==> src/rtl/spi_bus_arbiter_pkg.sv <==
// Shared encodings and helpers for the two-requester SPI bus arbiter.
package spi_bus_arbiter_pkg;

   // Arbiter phases; the encoding is exported on dbg_state.
   typedef enum logic [2:0] {
      StIdle  = 3'd0,
      StSetup = 3'd1,
      StOwned = 3'd2,
      StDrain = 3'd3,
      StHold  = 3'd4,
      StGap   = 3'd5
   } arb_state_e;

   // Owner indices: requester 0 drives the MFRC522, requester 1 the EEPROM.
   localparam logic SpiDevNfc    = 1'b0;
   localparam logic SpiDevEeprom = 1'b1;

   function automatic int unsigned max3(input int unsigned a, input int unsigned b,
                                        input int unsigned c);
      int unsigned m;
      m = (a > b) ? a : b;
      return (m > c) ? m : c;
   endfunction

endpackage

==> src/rtl/spi_bus_arbiter_cyc_timer.sv <==
// cyc_timer: loadable saturating down-counter; zero flag marks the end of a phase.
module spi_bus_arbiter_cyc_timer #(
   parameter int unsigned Width = 4
) (
   input  logic             clk,
   input  logic             rst_n,
   input  logic             i_load,
   input  logic [Width-1:0] i_value,
   output logic             o_zero
);

   logic [Width-1:0] r_cnt;

   // Load wins; otherwise count down and stick at zero.
   always_ff @(posedge clk or negedge rst_n) begin
      if (!rst_n) begin
         r_cnt <= '0;
      end else if (i_load) begin
         r_cnt <= i_value;
      end else if (r_cnt != '0) begin
         r_cnt <= r_cnt - Width'(1);
      end
   end

   assign o_zero = (r_cnt == '0);

endmodule

==> src/rtl/spi_bus_arbiter.sv <==
// Shares one spi_master between two requesters, owning both chip selects and
// their setup/hold/gap timing, with round-robin arbitration and a watchdog.
module spi_bus_arbiter
   import spi_bus_arbiter_pkg::*;
#(
   parameter int unsigned CS_SETUP_CYCLES = 4,
   parameter int unsigned CS_HOLD_CYCLES  = 4,
   parameter int unsigned CS_GAP_CYCLES   = 8,
   parameter int unsigned MAX_OWN_CYCLES  = 65535
) (
   input  logic       clk,
   input  logic       rst_n,
   input  logic       r0_req,
   input  logic       r1_req,
   output logic       r0_gnt,
   output logic       r1_gnt,
   input  logic       r0_start,
   input  logic       r1_start,
   input  logic [7:0] r0_tx_byte,
   input  logic [7:0] r1_tx_byte,
   output logic       r0_done,
   output logic       r1_done,
   output logic [7:0] rx_byte,
   output logic       spi_start_xfer,
   output logic [7:0] spi_tx_byte,
   input  logic       spi_xfer_active,
   input  logic       spi_xfer_done,
   input  logic [7:0] spi_rx_byte,
   output logic       spi_cs_0,
   output logic       spi_cs_1,
   output logic       owner,
   output logic       timeout_fault,
   output logic [7:0] dbg_state
);

   localparam int unsigned TmrMax = max3(CS_SETUP_CYCLES, CS_HOLD_CYCLES, CS_GAP_CYCLES);
   localparam int unsigned TmrW   = $clog2(TmrMax + 1);
   localparam logic [TmrW-1:0] SetupLd = TmrW'(CS_SETUP_CYCLES - 1);
   localparam logic [TmrW-1:0] HoldLd  = TmrW'(CS_HOLD_CYCLES - 1);
   localparam logic [TmrW-1:0] GapLd   = TmrW'(CS_GAP_CYCLES - 1);

   localparam int unsigned WdW = (MAX_OWN_CYCLES == 0) ? 1 : $clog2(MAX_OWN_CYCLES + 1);
   localparam logic [WdW-1:0] WdLast = WdW'((MAX_OWN_CYCLES == 0) ? 0 : MAX_OWN_CYCLES - 1);
   localparam logic [WdW-1:0] WdSat  = WdW'(MAX_OWN_CYCLES);

   arb_state_e     r_state;
   arb_state_e     w_state_nxt;
   logic           r_owner;
   logic           r_rr;
   logic           r_fault;
   logic [1:0]     r_lock;
   logic [WdW-1:0] r_wd;

   logic            w_tmr_load;
   logic [TmrW-1:0] w_tmr_val;
   logic            w_tmr_zero;
   logic [1:0]      w_req_ok;
   logic            w_winner;
   logic            w_own_req;
   logic            w_own_start;
   logic [7:0]      w_own_tx;
   logic            w_start_xfer;
   logic            w_wd_expire;
   logic            w_own_enter;
   logic            w_cs_act;
   logic            w_route;

   spi_bus_arbiter_cyc_timer #(
      .Width (TmrW)
   ) u_cyc_timer (
      .clk     (clk),
      .rst_n   (rst_n),
      .i_load  (w_tmr_load),
      .i_value (w_tmr_val),
      .o_zero  (w_tmr_zero)
   );

   // A requester locked out by the watchdog stays out until its req is seen low.
   assign w_req_ok     = {r1_req & ~r_lock[1], r0_req & ~r_lock[0]};
   assign w_winner     = (&w_req_ok) ? r_rr : w_req_ok[1];
   assign w_own_req    = (r_owner == SpiDevEeprom) ? r1_req : r0_req;
   assign w_own_start  = (r_owner == SpiDevEeprom) ? r1_start : r0_start;
   assign w_own_tx     = (r_owner == SpiDevEeprom) ? r1_tx_byte : r0_tx_byte;
   assign w_start_xfer = (r_state == StOwned) & w_own_start & ~spi_xfer_active;
   // A done in the expiring cycle clears the count, so it rescues the owner.
   assign w_wd_expire  = (MAX_OWN_CYCLES != 0) & (r_state == StOwned) & ~spi_xfer_done &
                         (r_wd == WdLast);
   assign w_own_enter  = (r_state != StOwned) & (w_state_nxt == StOwned);

   // State register.
   always_ff @(posedge clk or negedge rst_n) begin
      if (!rst_n) begin
         r_state <= StIdle;
      end else begin
         r_state <= w_state_nxt;
      end
   end

   // Next-state logic; every entry into a timed phase reloads the shared timer.
   always_comb begin
      w_state_nxt = r_state;
      w_tmr_load  = 1'b0;
      w_tmr_val   = '0;
      unique case (r_state)
         StIdle: begin
            if (|w_req_ok) begin
               w_state_nxt = StSetup;
               w_tmr_load  = 1'b1;
               w_tmr_val   = SetupLd;
            end
         end
         StSetup: begin
            if (!w_own_req) begin
               w_state_nxt = StGap;
               w_tmr_load  = 1'b1;
               w_tmr_val   = GapLd;
            end else if (w_tmr_zero) begin
               w_state_nxt = StOwned;
            end
         end
         StOwned: begin
            if (!w_own_req || w_wd_expire) begin
               // A byte in flight (or launched now) must finish before CS may move.
               if ((spi_xfer_active && !spi_xfer_done) || w_start_xfer) begin
                  w_state_nxt = StDrain;
               end else begin
                  w_state_nxt = StHold;
                  w_tmr_load  = 1'b1;
                  w_tmr_val   = HoldLd;
               end
            end
         end
         StDrain: begin
            if (spi_xfer_done) begin
               w_state_nxt = StHold;
               w_tmr_load  = 1'b1;
               w_tmr_val   = HoldLd;
            end
         end
         StHold: begin
            if (w_tmr_zero) begin
               w_state_nxt = StGap;
               w_tmr_load  = 1'b1;
               w_tmr_val   = GapLd;
            end
         end
         StGap: begin
            if (w_tmr_zero) begin
               w_state_nxt = StIdle;
            end
         end
         default: begin
            w_state_nxt = StIdle;
         end
      endcase
   end

   // Owner, round-robin pointer, sticky fault and per-requester lockout.
   always_ff @(posedge clk or negedge rst_n) begin
      if (!rst_n) begin
         r_owner <= SpiDevNfc;
         r_rr    <= SpiDevNfc;
         r_fault <= 1'b0;
         r_lock  <= 2'b00;
      end else begin
         if (r_state == StIdle && |w_req_ok) begin
            r_owner <= w_winner;
         end
         if (r_state == StGap) begin
            r_rr <= ~r_owner;
         end
         if (w_wd_expire) begin
            r_fault <= 1'b1;
         end
         if (!r0_req) begin
            r_lock[0] <= 1'b0;
         end else if (w_wd_expire && r_owner == SpiDevNfc) begin
            r_lock[0] <= 1'b1;
         end
         if (!r1_req) begin
            r_lock[1] <= 1'b0;
         end else if (w_wd_expire && r_owner == SpiDevEeprom) begin
            r_lock[1] <= 1'b1;
         end
      end
   end

   // Watchdog: counts cycles since OWNED entry or the last completed byte.
   always_ff @(posedge clk or negedge rst_n) begin
      if (!rst_n) begin
         r_wd <= '0;
      end else if (w_own_enter || spi_xfer_done) begin
         r_wd <= '0;
      end else if ((r_state == StOwned || r_state == StDrain) && r_wd != WdSat) begin
         r_wd <= r_wd + WdW'(1);
      end
   end

   // Outputs decoded from the registered state and owner.
   always_comb begin
      w_cs_act       = (r_state == StSetup) | (r_state == StOwned) |
                       (r_state == StDrain) | (r_state == StHold);
      w_route        = (r_state == StOwned) | (r_state == StDrain);
      spi_cs_0       = ~(w_cs_act & (r_owner == SpiDevNfc));
      spi_cs_1       = ~(w_cs_act & (r_owner == SpiDevEeprom));
      r0_gnt         = (r_state == StOwned) & (r_owner == SpiDevNfc);
      r1_gnt         = (r_state == StOwned) & (r_owner == SpiDevEeprom);
      r0_done        = spi_xfer_done & w_route & (r_owner == SpiDevNfc);
      r1_done        = spi_xfer_done & w_route & (r_owner == SpiDevEeprom);
      spi_start_xfer = w_start_xfer;
      spi_tx_byte    = (r_state == StOwned) ? w_own_tx : 8'h00;
      rx_byte        = spi_rx_byte;
      owner          = r_owner;
      timeout_fault  = r_fault;
      dbg_state      = 8'(r_state);
   end

endmodule

==> config.mk <==
export PLATFORM = sky130hd
export DESIGN_NAME = spi_bus_arbiter
export DESIGN_NICKNAME = d
export VERILOG_FILES = /design/src/rtl/spi_bus_arbiter_pkg.sv /design/src/rtl/spi_bus_arbiter_cyc_timer.sv /design/src/rtl/spi_bus_arbiter.sv
export SDC_FILE = /design/constraint.sdc
export NUM_CORES = 1
export LEC_CHECK = 0
export ABC_CLOCK_PERIOD_IN_PS = 2600
export BUFFER_PORTS_ARGS = -buffer_cell sky130_fd_sc_hd__buf_2
export CAP_MARGIN = 20
export CORE_ASPECT_RATIO = 1.75
export CORE_UTILIZATION = 51
export CTS_CLUSTER_DIAMETER = 200
export DETAILED_ROUTE_END_ITERATION = 6
export HOLD_SLACK_MARGIN = 0.02
export MAX_ROUTING_LAYER = met4
export PLACE_DENSITY = 0.82
export SETUP_SLACK_MARGIN = 0.1
export SKIP_LAST_GASP = 1
export SLEW_MARGIN = 25
export SYNTH_ARGS = -nofsm -noshare
export SYNTH_HDL_FRONTEND = slang
export SYNTH_HIERARCHICAL = 1
export SYNTH_SLANG_ARGS = --single-unit
==> constraint.sdc <==
create_clock -name clk -period 2.6 [get_ports clk]
set_input_delay 0.52 -clock clk [delete_from_list [all_inputs] [get_ports clk]]
set_output_delay 0.52 -clock clk [all_outputs]
set_load 0.03 [all_outputs]
Yosys cells after proc, flatten, opt, wreduce, memory -nomap -nowiden
Cells that the tools add are included.

Input port bits: 32. Bits in registers: 28. Logic and storage cells: 100. Output and inout bits: 33.

Bitwise gates (word level): 25. Add/subtract/negate cells: 2. Equality and inequality tests: 11. Multiplexer cells: 36. Reductions and logical operators: 18.

Operator list (number): $mux 16 (2); $mux 3 (10); $pmux 3 s6 (1); $add 16x1->16 const B (1); $eq 16x16->1 const B (1); $mux 8 (2); $ne 16x16->1 const B (1); $pmux 3 s5 (1); $and 1x1->1 (14); $mux 1 (13); $eq 3x2->1 const B (3); $mux 2 (4); $mux 4 (2); $not 1->1 (7); $eq 3x3->1 const B (2); $logic_and 1x1->1 (5); $pmux 1 s5 (1); $logic_not 4->1 (1); $logic_or 1x1->1 (4); $ne 2x1->1 const B (2); $or 1x1->1 (4); $reduce_bool 2->1 (2); $reduce_bool 4->1 (1); $sub 4x1->4 const B (1); 6 further kinds (7).

Depth between registers and ports, before layout
Gate-level depths: netlist of run 1.

Word-level depth: 11. Gate-level depth with buffers: 9. Depth with buffers taken out: 7.

Hierarchy
Netlist of run 1, hierarchy kept.

Modules (own cells, without submodules): spi_bus_arbiter (sequential area each 600.6 um^2, cells an instance 208, times used 1, area each 1790.5 um^2); spi_bus_arbiter_cyc_timer (sequential area each 100.1 um^2, cells an instance 22, times used 1, area each 234.0 um^2).

Least setup slack after synthesis of run 1
OpenSTA, ideal clock, no wires.

Path kind: register to register. Start point: register r_owner, in the netlist owner. End point: register u_cyc_timer.r_cnt[3]. Period minus slack after synthesis: 2533 ps. Path buffers: 2. Stages on the path, launching flop included: 9. Path slack: 67 ps. Required time: 2474 ps. Library setup time: 126 ps. Data arrival time: 2407 ps. Cell sequence: dfrtp_1 -> buf_2 -> mux2i_1 -> nor2_1 -> or4_1 -> o211ai_1 -> clkbuf_1 -> nor3_1 -> a221o_1.

Cells in the longest elaborated chain, start to end: 8. Elaborated cells on any way between the ends: 13. Classes of those cells: mux (7); bitwise (2); reduce/logical (4).

Ends and longest elaborated chain: start, declared (line spi_bus_arbiter.sv:48) `logic r_owner;`; start signal, assigned (line spi_bus_arbiter.sv:161) `r_owner <= SpiDevNfc;`; start signal, assigned (line spi_bus_arbiter.sv:167) `r_owner <= w_winner;`; $mux 1 (line spi_bus_arbiter.sv:82) `assign w_own_start = (r_owner == SpiDevEeprom) ? r1_start : r0_start;`; $and 1x1->1 (2 in a row) (line spi_bus_arbiter.sv:84) `assign w_start_xfer = (r_state == StOwned) & w_own_start & ~spi_xfer_active;`; $logic_or 1x1->1 (line spi_bus_arbiter.sv:124) `if ((spi_xfer_active && !spi_xfer_done) || w_start_xfer) begin`; $mux 1 (line spi_bus_arbiter.sv:124); $mux 1 (line spi_bus_arbiter.sv:122) `if (!w_own_req || w_wd_expire) begin`; $pmux 1 s5 * (line spi_bus_arbiter.sv:104) `unique case (r_state)`; named net w_tmr_load (line spi_bus_arbiter.sv:54) `logic w_tmr_load;`; $mux 4 or $reduce_bool 2->1 (tied branches); end signal, assigned (line spi_bus_arbiter_cyc_timer.sv:19) `r_cnt <= i_value;`; end signal, assigned (line spi_bus_arbiter_cyc_timer.sv:21) `r_cnt <= r_cnt - Width'(1);`; end, declared (line spi_bus_arbiter_cyc_timer.sv:12) `logic [Width-1:0] r_cnt;`.

The timed path passes the listed nets; every way through them passes the cells marked *. A chain may end at the register's enable or synchronous reset.

Worst setup path after layout of run 1
Start point: register r_state[2]. End point: output spi_start_xfer.

Cells in the longest elaborated chain, start to end: 3.

Ends and longest elaborated chain: start, declared (line spi_bus_arbiter.sv:46) `arb_state_e r_state;`; start signal, assigned (line spi_bus_arbiter.sv:93) `r_state <= StIdle;`; start signal, assigned (line spi_bus_arbiter.sv:95) `r_state <= w_state_nxt;`; $eq 3x2->1 (line spi_bus_arbiter.sv:84); $and 1x1->1 (2 in a row) (line spi_bus_arbiter.sv:84); end, declared (line spi_bus_arbiter.sv:24) `output logic spi_start_xfer,`.

No other way between the ends.

==> results.yml, run 1 <==
sta:
  hold_ws_ns: 0.252
  slew_viol_final: 0
  hold_viol: 0
  layout_setup_ws_ns: 0.290
  period_minus_slack_ns: 2.31
  grt_setup_unrepaired: "no"
  setup_viol: 0
  fin_skew_ns: 0.00505
  tightest_slew_ns: 0.698
  clock.fmax_ghz: 0.433
  fin_tns_setup_ns: 0
  slew_headroom: 0.529
  min_period_over_period: 0.888
global_routing:
  grt_first_pass_wirelength_um: 7600
  use_met2: 0.428
  busiest_layer: "met2"
  grt_pass1_vias: 1748
  grt_max_degree: 29
  track_usage: 0.230
  antenna_found_initial: 0
  overflow: 0
  use_met1: 0.249
  met3_usage: 0.0233
floorplanning:
  dieArea_mm2: 0.00424
  coreArea_mm2: 0.00383
  initial_core_util: 0.529
  die_w_um: 49.6
  rows: 30
  io_pins: 65
  dieHeight_um: 85.3
cells_and_area:
  fin_util: 0.593
  fin_area_mm2: 0.00227
  synthToLayoutAreaGrowth_pct: 12.1
  diodes: 0
  final_net_count: 298
  drive_above_1_share: 0.237
  layoutNonFillerInstCount: 310
synth:
  yosysTopAreaCellShare: 0.346
  synth_area_leaders: "dfrtp_1 (35%), mux2i_1 (9.4%), buf_4 (4.8%), nand2_1 (4.3%), a21oi_1 (3.2%)"
  synth.distinct_cells: 51
  synth_edf_count: 0
  synthFlopType: "dfrtp_1"
  synth_warnings: 6
  synthCells: 230
  yosys.area.top_type: "dfrtp_1"
  async_flop_share: 1.00
  syn_area_mm2: 0.00202
  ys_ff_latch: 28
  synth_area_per_cell_um2: 8.80
  seq_area_frac_synth: 0.346
clocking:
  path_clk_slew_ns: 0.10
  ctsResizeCount: 0
  cts_tree: "built"
  htree_num_levels: 1
  ctsHoldBuffers: 0
  clock_latency_ns: 0.27
  post_cts_buffers: 0
  numCtsBuffers: 3
  clockRootBuffer: "clkbuf_8"
  cts_sinks: 28
  clk_path_buf_depth: 2
setup_path:
  crit_end: "spi_start_xfer"
  cp.arrival_ns: 1.79
  r2r_cells: 6
  cp.required_ns: 2.08
  slowest_stage: "dfrtp_1"
  critPathKind: "flop to output pin"
  ff2ff_setup_slack_ns: 0.41
  regToRegEndpoint: "u_cyc_timer/r_cnt[3]"
  cp-end-kind: "output pin"
  crit_start: "r_state[2]"
  path_cells: "nor2_1 -> nand2_1 -> nor3_1 -> buf_2"
  r2r_start: "r_state[1]"
  cp_max_fo: 13
  max_stage_delay_ns: 0.53
  crit_path_start_kind: "flop"
placed_design:
  dp_cells: 306
  dp_slack_ns: 0.408
  gp_congestion: 0.968
  placedInstanceArea_mm2: 0.00221
  port-buffer-count: 43
  hpwl_um: 3460
power_and_ir_drop:
  power.leakage_nw: 1.02
  swShare: 0.418
  p_sw_mw: 0.702
  power_frac_clock: 0.162
  finalPower_mw: 1.68
  p_int_mw: 0.978
  ir_drop_mv: 0.435
  power.density_mw_per_mm2: 740
  pwr-share-comb: 0.476
  p_seq_frac: 0.362
run_status:
  status: "finished clean"
detailed_routing:
  remaining_drc_errors: 0
  drt_iter0_markers: 32
  drt-pass1-iter-count: 4
  drt-wirelength-per-cell_um: 14.2
  route.antenna.remaining_nets: 0
  wirelength_um: 4410
  vias: 1826
  post_drt_via_cell_ratio: 5.89
hold_path:
  hold_path_class: "input port to async pin"
flow_run:
  cap_violations: 0
[synthesized netlist by cell type (2+ instances only)]
cell type  count
mux2i_1       19
nand3_1        4
nor2b_1        7
or3_1          4
clkbuf_1       9
and4_1         3
a21boi_0       2
mux2_2         3
inv_1          8
a211oi_1       4
a31oi_1        3
nand2b_1       6
ha_1           3
and3_1         4
a41oi_1        2
nand3b_1       2
or4_1          5
nand2_1       23
nor3_1         6
nand4_1        3
buf_4         13
dfrtp_1       28
a21oi_1       13
buf_2          2
o41ai_1        3
o31ai_1        4
o21ai_0        7
nor2_1        15
o311ai_0       2
a21o_1         2
[critical path, delay by kind of cell, from the launching register on]
family        cells  cell delay [ns]
buf+inv           1             0.23
flops             1             0.53
simple gates      3             0.75
[sequential cells by signal, indices dropped and copies added, names as in the netlist]
name,count
owner,1
timeout_fault,1
r_wd,16
r_lock,2
r_rr,1
r_state,3
u_cyc_timer/r_cnt,4
[how the worst min path moves through the flow]
stage,startpoint,endpoint,slack (ns),depth (start not counted)
after detailed placement,timeout_fault,timeout_fault,0.48,1
after global routing,rst_n,r_wd[4],0.31,1
final,rst_n,r_wd[9],0.25,1
after CTS,rst_n,r_wd[15],0.28,1
after global placement,timeout_fault,timeout_fault,0.45,1
after floorplan,rst_n,owner,0.22,0
[power groups by stage]
stage                     Combinational (mW)  Sequential (mW)  Clock (mW)
final                                  0.800            0.607       0.272
after global routing                   0.871            0.620       0.291
after floorplan                        0.639            0.600           0
after global placement                 0.778            0.613           0
after CTS                              0.797            0.609       0.272
after detailed placement               0.797            0.617           0
[metal layers]
metal	part of all wire	wire [um]
met2	0.55	2420
met4	0.024	106
met5	0	0
met3	0.042	185
met1	0.39	1700
[layout make-up]
class                   instances  area (um^2)
clock buffers                   4         55.1
fillers                       373         1560
repair buffers                 48          253
inverters                       8         30.0
well taps                      48         60.1
multi-input cells             174         1170
flip-flops and latches         28          701
[placed cells by master, fill, tap and decap left out, types with 7 or more instances in the layout]
master   synthesis  layout
o21ai_0          7       7
nor2b_1          7       7
nand2_1         23      23
a21oi_1         13      13
dfrtp_1         28      28
buf_2            2      43
inv_1            8       8
nor2_1          15      15
mux2i_1         19      18
[kinds of logic (layout without fill, tap and decap cells)]
logic type | Yosys count | in the layout | share of synthesized area
muxes | 22 | 22 | 0.111
DFF | 28 | 28 | 0.346
other | 1 | 6 | 0.00185
and+or+nand+nor | 91 | 91 | 0.263
adders and majority gates | 3 | 3 | 0.0185
buffers and inverters | 33 | 60 | 0.0865
xor gates and xnor gates | 1 | 1 | 0.00433
AOI/OAI and AO/OA | 51 | 51 | 0.169
(Power assumes the default switching activity.)
==> run 2, diff against run 1 <==
- BUFFER_PORTS_ARGS: -buffer_cell sky130_fd_sc_hd__buf_2 -> not set
- CORE_UTILIZATION: 51 -> 60
- DONT_BUFFER_PORTS: not set -> 1
- PLACE_DENSITY: 0.82 -> 0.78
==> run 2 against run 1 <==
Effect of this change: clock skew increased by 0.0049 ns; fmax rose by 3.7%; die area shrank 15%; routed wire length is 8.6% higher; highest routed layer unchanged.
==> results.yml, run 2 (same netlist as run 1, synthesis figures left out) <==
cells_and_area:
  layout_commonest_cell: "dfrtp_1"
  final_net_count: 275
  layout_common_cells: "dfrtp_1 (28), buf_4 (24), nand2_1 (23), mux2i_1 (18), nor2_1 (15)"
  diodes: 0
  synthToLayoutAreaGrowth_pct: 10.0
  largest_reg_flops: 16
  top_register: "r_wd"
  reg_top3: "r_wd x16, u_cyc_timer/r_cnt x4, r_state x3"
  drive_above_1_share: 0.163
floorplanning:
  rows: 27
  coreArea_mm2: 0.00318
  die_w_um: 45.9
  io_pins: 65
  dieHeight_um: 78.8
  dieArea_mm2: 0.00362
  initial_core_util: 0.638
hold_path:
  hold_path_class: "input port to async pin"
setup_path:
  cp.required_ns: 2.08
  max_stage_delay_ns: 0.42
  cp.arrival_ns: 1.71
  crit_start: "r_state[1]"
  path_buf_inv: 2
  cp_max_fo: 13
  slowest_stage: "and3_1"
  critPathKind: "flop to output pin"
  cp-end-kind: "output pin"
  cp_top_family: "simple AND/OR/NAND/NOR gates"
  crit_path_start_kind: "flop"
  path_cells: "buf_4 -> inv_1 -> nor2_1 -> and3_1"
  r2r_start: "owner"
power_and_ir_drop:
  p_seq_frac: 0.315
  power_frac_clock: 0.190
  p_sw_mw: 0.714
  p_int_mw: 1.07
  power.leakage_nw: 0.942
  ir_drop_mv: 0.656
  swShare: 0.400
  power.density_mw_per_mm2: 801
  pwr-share-comb: 0.495
clocking:
  cts_sinks: 28
  cts_tree: "built"
  htree_num_levels: 1
  clock_latency_ns: 0.27
  path_clk_slew_ns: 0.10
  ctsResizeCount: 0
  clk_path_buf_depth: 2
  clockRootBuffer: "clkbuf_8"
  numCtsBuffers: 3
sta:
  grt_setup_unrepaired: "no"
  period_minus_slack_ns: 2.23
  clock.fmax_ghz: 0.449
  setup_viol: 0
  layout_setup_ws_ns: 0.372
  min_period_over_period: 0.857
  fin_skew_ns: 0.0100
  fin_tns_setup_ns: 0
  hold_viol: 0
  slew_viol_final: 0
run_status:
  status: "finished clean"
detailed_routing:
  vias: 1774
  drt-pass1-iter-count: 4
  post_drt_via_cell_ratio: 6.29
  remaining_drc_errors: 0
  wirelength_um: 4790
  route.antenna.remaining_nets: 0
  drt-wirelength-per-cell_um: 17.0
  drt_iter0_markers: 60
global_routing:
  grt_first_pass_wirelength_um: 7670
  grt_max_degree: 29
  antenna_found_initial: 0
  track_usage: 0.288
  grt_pass1_vias: 1759
  overflow: 0
placed_design:
  dp_slack_ns: 0.263
  hpwl_um: 3720
  gp_congestion: 0.990
  port-buffer-count: 0
flow_run:
  cap_violations: 0
## run 2: changes by cell type in the layout (fill, tap and decap cells not counted)
cell and change:
bufinv_16 +1, buf_12 +1, clkbuf_8 -1, buf_4 +19, buf_2 -43
## run 2: power groups by stage
stage	Clock, mW	Combinational [mW]	Sequential [mW]
2_1_floorplan	0	0.639	0.600
3_3_place_gp	0	0.790	0.565
3_5_place_dp	0	0.830	0.568
4_1_cts	0.344	0.843	0.560
5_1_grt	0.365	0.958	0.567
6_report	0.339	0.884	0.561
## run 2: cell type report
type | instances | area [um^2]
inverters | 8 | 30.0
repair buffers | 25 | 200
clock inverters | 1 | 30.0
fillers | 269 | 948
multi-input cells | 174 | 1170
well taps | 43 | 53.8
clock buffers | 3 | 41.3
flip-flops and latches | 28 | 701
## run 2: what timing repair did
item,in CTS,in global routing
hold buffers,1,0
setup buffers,0,2
hold endpoints to repair,28,0
endpoints found under the setup margin,0,1
## run 2: path summary, 6_finish.rpt
check	slack, ns	cells past startpoint	to
max reg2reg	0.46	7	u_cyc_timer/r_cnt[3]
max in group asynchronous	2.38	1	r_wd[2]
min reg2reg	0.51	1	r_wd[10]
min	0.05	1	r_wd[9]
min in group clk	0.39	1	r_lock[0]
max	0.37	4	r0_done
## run 2: metrics by stage
step	hold WS (ns)	power [mW]	cells	area (um^2)	utilization
after global placement	0.225	1.35	275	2120	0.668
final	0.0476	1.78	282	2230	0.701
after global routing	0.0450	1.89	282	2230	0.701
after CTS	0.0535	1.75	280	2210	0.697
after floorplan	0.224	1.24	235	2050	-
after detailed placement	0.225	1.40	275	2120	0.668
## run 2: metal layers
metal	vias to the layer above	routed length [um]	track usage
met5	-	0	-
met4	0	175	0.124
met3	18	198	0.0318
met2	64	2680	0.508
met1	856	1730	0.307
li1	836	-	-
